==> src/rtl/dlzl_pkg.sv <==
// Shared definitions for the dlzl read-stream block: default widths, FSM state
// codes and the read-tag record carried through the RAM latency pipeline.
package dlzl_pkg;

  localparam int DEF_DATA_W     = 512;
  localparam int DEF_ADDR_W     = 15;
  localparam int DEF_RD_LAT     = 2;
  localparam int DEF_FIFO_DEPTH = 4;

  typedef logic [1:0] state_t;
  localparam state_t IDLE  = 2'd0;
  localparam state_t RUN   = 2'd1;
  localparam state_t DRAIN = 2'd2;

  typedef struct packed {
    logic vld;
    logic last;
  } tag_t;

  function automatic int fifo_cnt_w(input int depth);
    return $clog2(depth + 1);
  endfunction

endpackage

==> src/rtl/dlzl_sync_fifo.sv <==
// Single-clock FIFO used as the output buffer; caller guarantees no push when full.
// Read data is forced to zero while empty so the stream outputs are clean after reset.
module dlzl_sync_fifo
  import dlzl_pkg::*;
#(
  parameter int W     = 8,
  parameter int DEPTH = 4,
  parameter int CW    = fifo_cnt_w(DEPTH)
) (
  input  logic          clk,
  input  logic          rst,
  input  logic          clr,
  input  logic          push,
  input  logic [W-1:0]  pushData,
  input  logic          pop,
  output logic [W-1:0]  popData,
  output logic          empty,
  output logic [CW-1:0] count
);

  localparam int PW = $clog2(DEPTH);

  logic [W-1:0]  mem [DEPTH];
  logic [PW-1:0] wrPtr;
  logic [PW-1:0] rdPtr;
  logic          doPush;
  logic          doPop;

  assign doPush  = push && !clr;
  assign doPop   = pop && !empty && !clr;
  assign empty   = (count == '0);
  assign popData = empty ? '0 : mem[rdPtr];

  // NOTE: storage has no reset; validity is tracked by the pointers and count alone.
  always_ff @(posedge clk) begin
    if (doPush) mem[wrPtr] <= pushData;
  end

  // NOTE: sequential state uses non-blocking assignments only.
  always_ff @(posedge clk or negedge rst) begin
    if (!rst) begin
      wrPtr <= '0;
      rdPtr <= '0;
      count <= '0;
    end else if (clr) begin
      wrPtr <= '0;
      rdPtr <= '0;
      count <= '0;
    end else begin
      if (doPush) wrPtr <= wrPtr + PW'(1);
      if (doPop)  rdPtr <= rdPtr + PW'(1);
      case ({doPush, doPop})
        2'b10:   count <= count + CW'(1);
        2'b01:   count <= count - CW'(1);
        default: count <= count;
      endcase
    end
  end

endmodule

==> src/rtl/dlzl_rd_stream.sv <==
// Streams len consecutive RAM words starting at base_addr onto a valid/ready port.
// Optional abort input is compiled in with `define DLZL_RD_ABORT_EN.
module dlzl_rd_stream
  import dlzl_pkg::*;
#(
  parameter int DATA_W     = DEF_DATA_W,
  parameter int ADDR_W     = DEF_ADDR_W,
  parameter int RD_LAT     = DEF_RD_LAT,
  parameter int FIFO_DEPTH = DEF_FIFO_DEPTH
) (
  input  logic              clk,
  input  logic              rst,
`ifdef DLZL_RD_ABORT_EN
  input  logic              abort,
`endif
  input  logic              start,
  input  logic [ADDR_W-1:0] base_addr,
  input  logic [ADDR_W:0]   len,
  output logic              busy,
  output logic              done,
  output logic              ram_en,
  output logic [ADDR_W-1:0] ram_addr,
  input  logic [DATA_W-1:0] ram_dout,
  output logic              m_valid,
  input  logic              m_ready,
  output logic [DATA_W-1:0] m_data,
  output logic              m_last
);

  localparam int CW = fifo_cnt_w(FIFO_DEPTH);

  state_t            state;
  logic [ADDR_W-1:0] curAddr;
  logic [ADDR_W:0]   remaining;
  tag_t              tagPipe [RD_LAT];
  logic              doneReg;
  logic [CW-1:0]     fifoCount;
  logic              fifoEmpty;
  logic [DATA_W:0]   popWord;
  logic              issue;
  logic              lastIssue;
  logic              pop;
  logic              lastPop;
  logic              abortHit;
  int                inflight;

`ifdef DLZL_RD_ABORT_EN
  assign abortHit = abort && (state != IDLE);
`else
  assign abortHit = 1'b0;
`endif

  // NOTE: combinational blocks use blocking assignments and set a default first so no latch is inferred.
  always_comb begin
    inflight = 0;
    for (int i = 0; i < RD_LAT; i++) inflight = inflight + int'(tagPipe[i].vld);
  end

  // Credit check counts both buffered and in-flight words, so the FIFO can never overflow.
  assign issue     = (state == RUN) && (remaining != '0) && !abortHit
                     && ((int'(fifoCount) + inflight) < FIFO_DEPTH);
  assign lastIssue = issue && (remaining == (ADDR_W+1)'(1));
  assign pop       = !fifoEmpty && m_ready;
  assign lastPop   = pop && popWord[DATA_W];

  assign busy     = (state != IDLE);
  assign done     = doneReg || (lastPop && !abortHit);
  assign ram_en   = issue;
  assign ram_addr = curAddr;
  assign m_valid  = !fifoEmpty;
  assign m_data   = popWord[DATA_W-1:0];
  assign m_last   = popWord[DATA_W];

  always_ff @(posedge clk or negedge rst) begin
    if (!rst) begin
      state     <= IDLE;
      curAddr   <= '0;
      remaining <= '0;
      doneReg   <= 1'b0;
      for (int i = 0; i < RD_LAT; i++) tagPipe[i] <= '0;
    end else begin
      doneReg <= 1'b0;
      for (int i = RD_LAT - 1; i > 0; i--) tagPipe[i] <= tagPipe[i-1];
      tagPipe[0] <= '{vld: issue, last: lastIssue};
      if (issue) begin
        curAddr   <= curAddr + ADDR_W'(1);
        remaining <= remaining - (ADDR_W+1)'(1);
      end
      case (state)
        IDLE: begin
          if (start) begin
            curAddr   <= base_addr;
            remaining <= len;
            if (len == '0) doneReg <= 1'b1;
            else           state   <= RUN;
          end
        end
        RUN:     if (lastIssue) state <= DRAIN;
        DRAIN:   if (lastPop)   state <= IDLE;
        default: state <= IDLE;
      endcase
      if (abortHit) begin
        state     <= IDLE;
        doneReg   <= 1'b1;
        remaining <= '0;
        for (int i = 0; i < RD_LAT; i++) tagPipe[i] <= '0;
      end
    end
  end

  dlzl_sync_fifo #(
    .W     (DATA_W + 1),
    .DEPTH (FIFO_DEPTH)
  ) u_fifo (
    .clk      (clk),
    .rst      (rst),
    .clr      (abortHit),
    .push     (tagPipe[RD_LAT-1].vld),
    .pushData ({tagPipe[RD_LAT-1].last, ram_dout}),
    .pop      (pop),
    .popData  (popWord),
    .empty    (fifoEmpty),
    .count    (fifoCount)
  );

endmodule

==> config.mk <==
export PLATFORM = sky130hd
export DESIGN_NAME = dlzl_rd_stream
export DESIGN_NICKNAME = d
export VERILOG_FILES = /design/src/rtl/dlzl_pkg.sv /design/src/rtl/dlzl_sync_fifo.sv /design/src/rtl/dlzl_rd_stream.sv
export SDC_FILE = /design/constraint.sdc
export NUM_CORES = 2
export LEC_CHECK = 0
export ABC_AREA = 1
export BUFFER_PORTS_ARGS = -buffer_cell sky130_fd_sc_hd__buf_2
export CAP_MARGIN = 20
export CORE_MARGIN = 10
export CORE_UTILIZATION = 40
export DETAILED_ROUTE_END_ITERATION = 6
export GPL_ROUTABILITY_DRIVEN = 0
export GPL_TIMING_DRIVEN = 0
export PLACE_DENSITY = 0.59
export SLEW_MARGIN = 20
export SYNTH_ARGS = -nofsm -noshare
export SYNTH_HDL_FRONTEND = slang
export SYNTH_SLANG_ARGS = --single-unit
==> constraint.sdc <==
create_clock -name clk -period 23.2 [get_ports clk]
set_clock_uncertainty 0.05 [all_clocks]
set_input_delay 1.16 -clock clk [delete_from_list [all_inputs] [get_ports clk]]
set_output_delay 1.16 -clock clk [all_outputs]
set_load 0.02 [all_outputs]
==> reports/qor.csv <==
metric;value;unit
drc_errors;0;
worstRegToRegCells;7;
dp_hpwl;193;mm
cp_slowest_cell;a21oi_1;
ir_drop;0.000110;V
start_util;40.3;%
io_pins;1079;
fin_crit_sh;24.0;%
worstSetupEndpointType;primary output;
viasPerCell;5.27;
synthesis.area;81800;um^2
finalSetupViolations;0;
die_w;472;um
port_buffers;1078;
cpPeakStageDelay;840;ps
critical_path.most_common_cell;clkbuf_1;
final.setup.tns;0;ps
internal_power;8.64;mW
syn_avg_cell_area;12.6;um^2
firstDrtPassIters;6;
powerDensity;156;nW/um^2
wl_per_cell;26.0;um
hold_class;in2async;
finalHoldViolCount;0;
fp.dieH;472;um
area_growth;20.2;%
worst_pin_slew;1120;ps
synth_ff_type;edfxtp_1;
swShare;43.7;%
post_cts_buffers;0;
clock_power_share;21.6;%
instances_no_fill;10771;
synth-seq-cells;2097;
grt_max_degree;85;
synthMuxAreaShare;0;%
synth_cells;6510;
max_cap_viol_count;0;
yosys_warnings;0;
syn-num-nets;7068;
cts_hold_buf;0;
vias;56808;
synth_xor_area_share;0.150;%
synth-simple-area-share;11.0;%
clock.fmax;179;MHz
cts.clk_slew.worst_paths;60;ps
num-fill-cells;18045;
worstPathArrival;4370;ps
rsz0062_at_grt;no;
power.total;15.3;mW
clock-sinks;2097;
max_slew_margin;25.2;%
drv_slew;0;
clock_latency;850;ps
antenna_found_initial;190;
cts_resized;0;
overflow;0;
grt_pass1_vias;54323;
htreeDepth;4;
grt.total_usage;24.0;%
grt_first_pass_wirelength;395;mm
totalWireLength;280;mm
stdcell_area;98300;um^2
async_flop_share;2.15;%
die_area;223000;um^2
synth_edf_count;2052;
ant_nets;0;
dp_cells;10288;
root_buffer;clkbuf_16;
numCtsBuffers;216;
core-area;203000;um^2
placed_area;91400;um^2
worstPathCellList;inv_2 > clkbuf_1 > clkbuf_1 > o21ai_0 > a21oi_1 > buf_2;
worstPathMaxFanout;10;
synth_compound_area_share;9.51;%
critPathRequiredTime;21990;ps
leakagePower;35.0;nW
drive_gt1_share;20.0;%
synth_top_family_by_area;simple AND/OR/NAND/NOR gates;
comb_power_share;44.1;%
fin_crit;5580;ps
synth_fa_ha_area_share;0.177;%
p_switching;6.70;mW
fin_nets;8392;
post-route-util;48.5;%
cts_max_path_buffers;3;
cts_tree;done;
drt-initial-drc-count;5788;
outcome;completed;
ys_seq_area_share;76.7;%
path_class;reg2out;
row_count;165;
power_frac_seq;34.3;%
synth.distinct_cells;30;
crit_path_start_kind;flop;
-- final cells by class --
class	count	area [um^2]	area share (%)
multi-input combinational	3944	17100	17.4
inverter	59	251	0.256
tap	2672	3340	3.40
sequential	2097	62700	63.8
buffer	410	1790	1.82
antenna	98	245	0.249
timing repair buffer	1106	6170	6.27
clock inverter	113	1050	1.07
clock buffer	272	5660	5.75
-- cell families (layout without fill, tap and decap cells) --
group	count (synthesis)	in the layout
flops	2097	2097
other cells	0	98
fa+ha+maj	11	11
simple gates	2365	2365
buf+inv	469	1960
xor+xnor	14	14
compound gates	1554	1554
-- synthesized netlist by cell type (9+ instances only) --
cell         n  area (um^2)
nor2_1    2096         7870
edfxtp_1  2052        61600
o21ai_0    768         3840
a21oi_1    518         2590
o21ai_1    266         1330
clkbuf_1   199          747
nand2_1    189          709
buf_2      180          901
inv_1       56          210
dfrtp_1     45         1130
nand3_1     43          215
buf_1       27          101
or2_2       14         87.6
ha_1        10          125
nand4_1      9         56.3
xor2_1       9         78.8
-- flip-flops by register name (all words and copies together) (netlist names) --
name and flops:
u_fifo.mem 2052, u_fifo.count 3, ram_addr 15, u_fifo.wrPtr 2
remaining 16, tagPipe 4, doneReg 1, u_fifo.rdPtr 2
state 2
-- worst paths after layout --
check,startpoint,endpoint,slack [ps]
max,u_fifo.rdPtr[0],m_data[492],17620
min,rst,remaining[14],270
min in group clk,tagPipe[2],tagPipe[0],350
max reg2reg,tagPipe[1],u_fifo.mem[3][371],19980
max in group asynchronous,rst,u_fifo.rdPtr[0],22360
min reg2reg,tagPipe[2],tagPipe[0],350
-- per-stage QoR --
step	hold WS (ps)	setup slack [ps]
2_1_floorplan	281	11750
3_3_place_gp	300	2590
3_5_place_dp	308	18140
4_1_cts	347	17180
5_1_grt	263	17270
6_report	272	17620
-- cell usage in the layout, fill, tap and decap left out, drive strengths merged --
| master | instances |
|---|---|
| a21oi | 520 |
| xnor2 | 5 |
| xor2 | 9 |
| and2 | 1 |
| or2 | 14 |
| nand3b | 3 |
| nor2 | 2098 |
| nor3 | 2 |
| nand4 | 9 |
| nor4 | 4 |
| diode | 98 |
| clkbuf | 471 |
| buf | 1317 |
| bufinv | 12 |
| clkinvlp | 5 |
| clkinv | 91 |
| o21ai | 1034 |
| ha | 10 |
| dfrtp | 45 |
| nand3 | 43 |
| nand2 | 191 |
| fa | 1 |
| inv | 64 |
| edfxtp | 2052 |
-- worst max-delay path, delay by kind of cell, from the launching register on --
family	cells	cell delay, ps
buf+inv	4	2060
compound gates	2	1060
flops	1	380
-- power by group through the flow --
stage               clock [mW]  combinational [mW]  sequential (mW)
floorplan                    0                3.73             5.76
CTS                       3.38                6.84             5.25
finish                    3.32                6.76             5.26
detailed placement           0                6.82             5.33
global route              3.53                7.29             5.31
global placement             0                6.68             6.19
-- per-layer routing --
layer | vias up | routed length, um | track usage (%) | share of wire (%)
met2 | 2393 | 132000 | 38.6 | 47
met4 | 136 | 13100 | 10.8 | 4.7
met1 | 27792 | 105000 | 29.2 | 38
li1 | 25884 | - | - | -
met5 | - | 830 | 0 | 0.30
met3 | 603 | 29100 | 8.31 | 10
No activity file was read; power rests on OpenSTA's default activity.
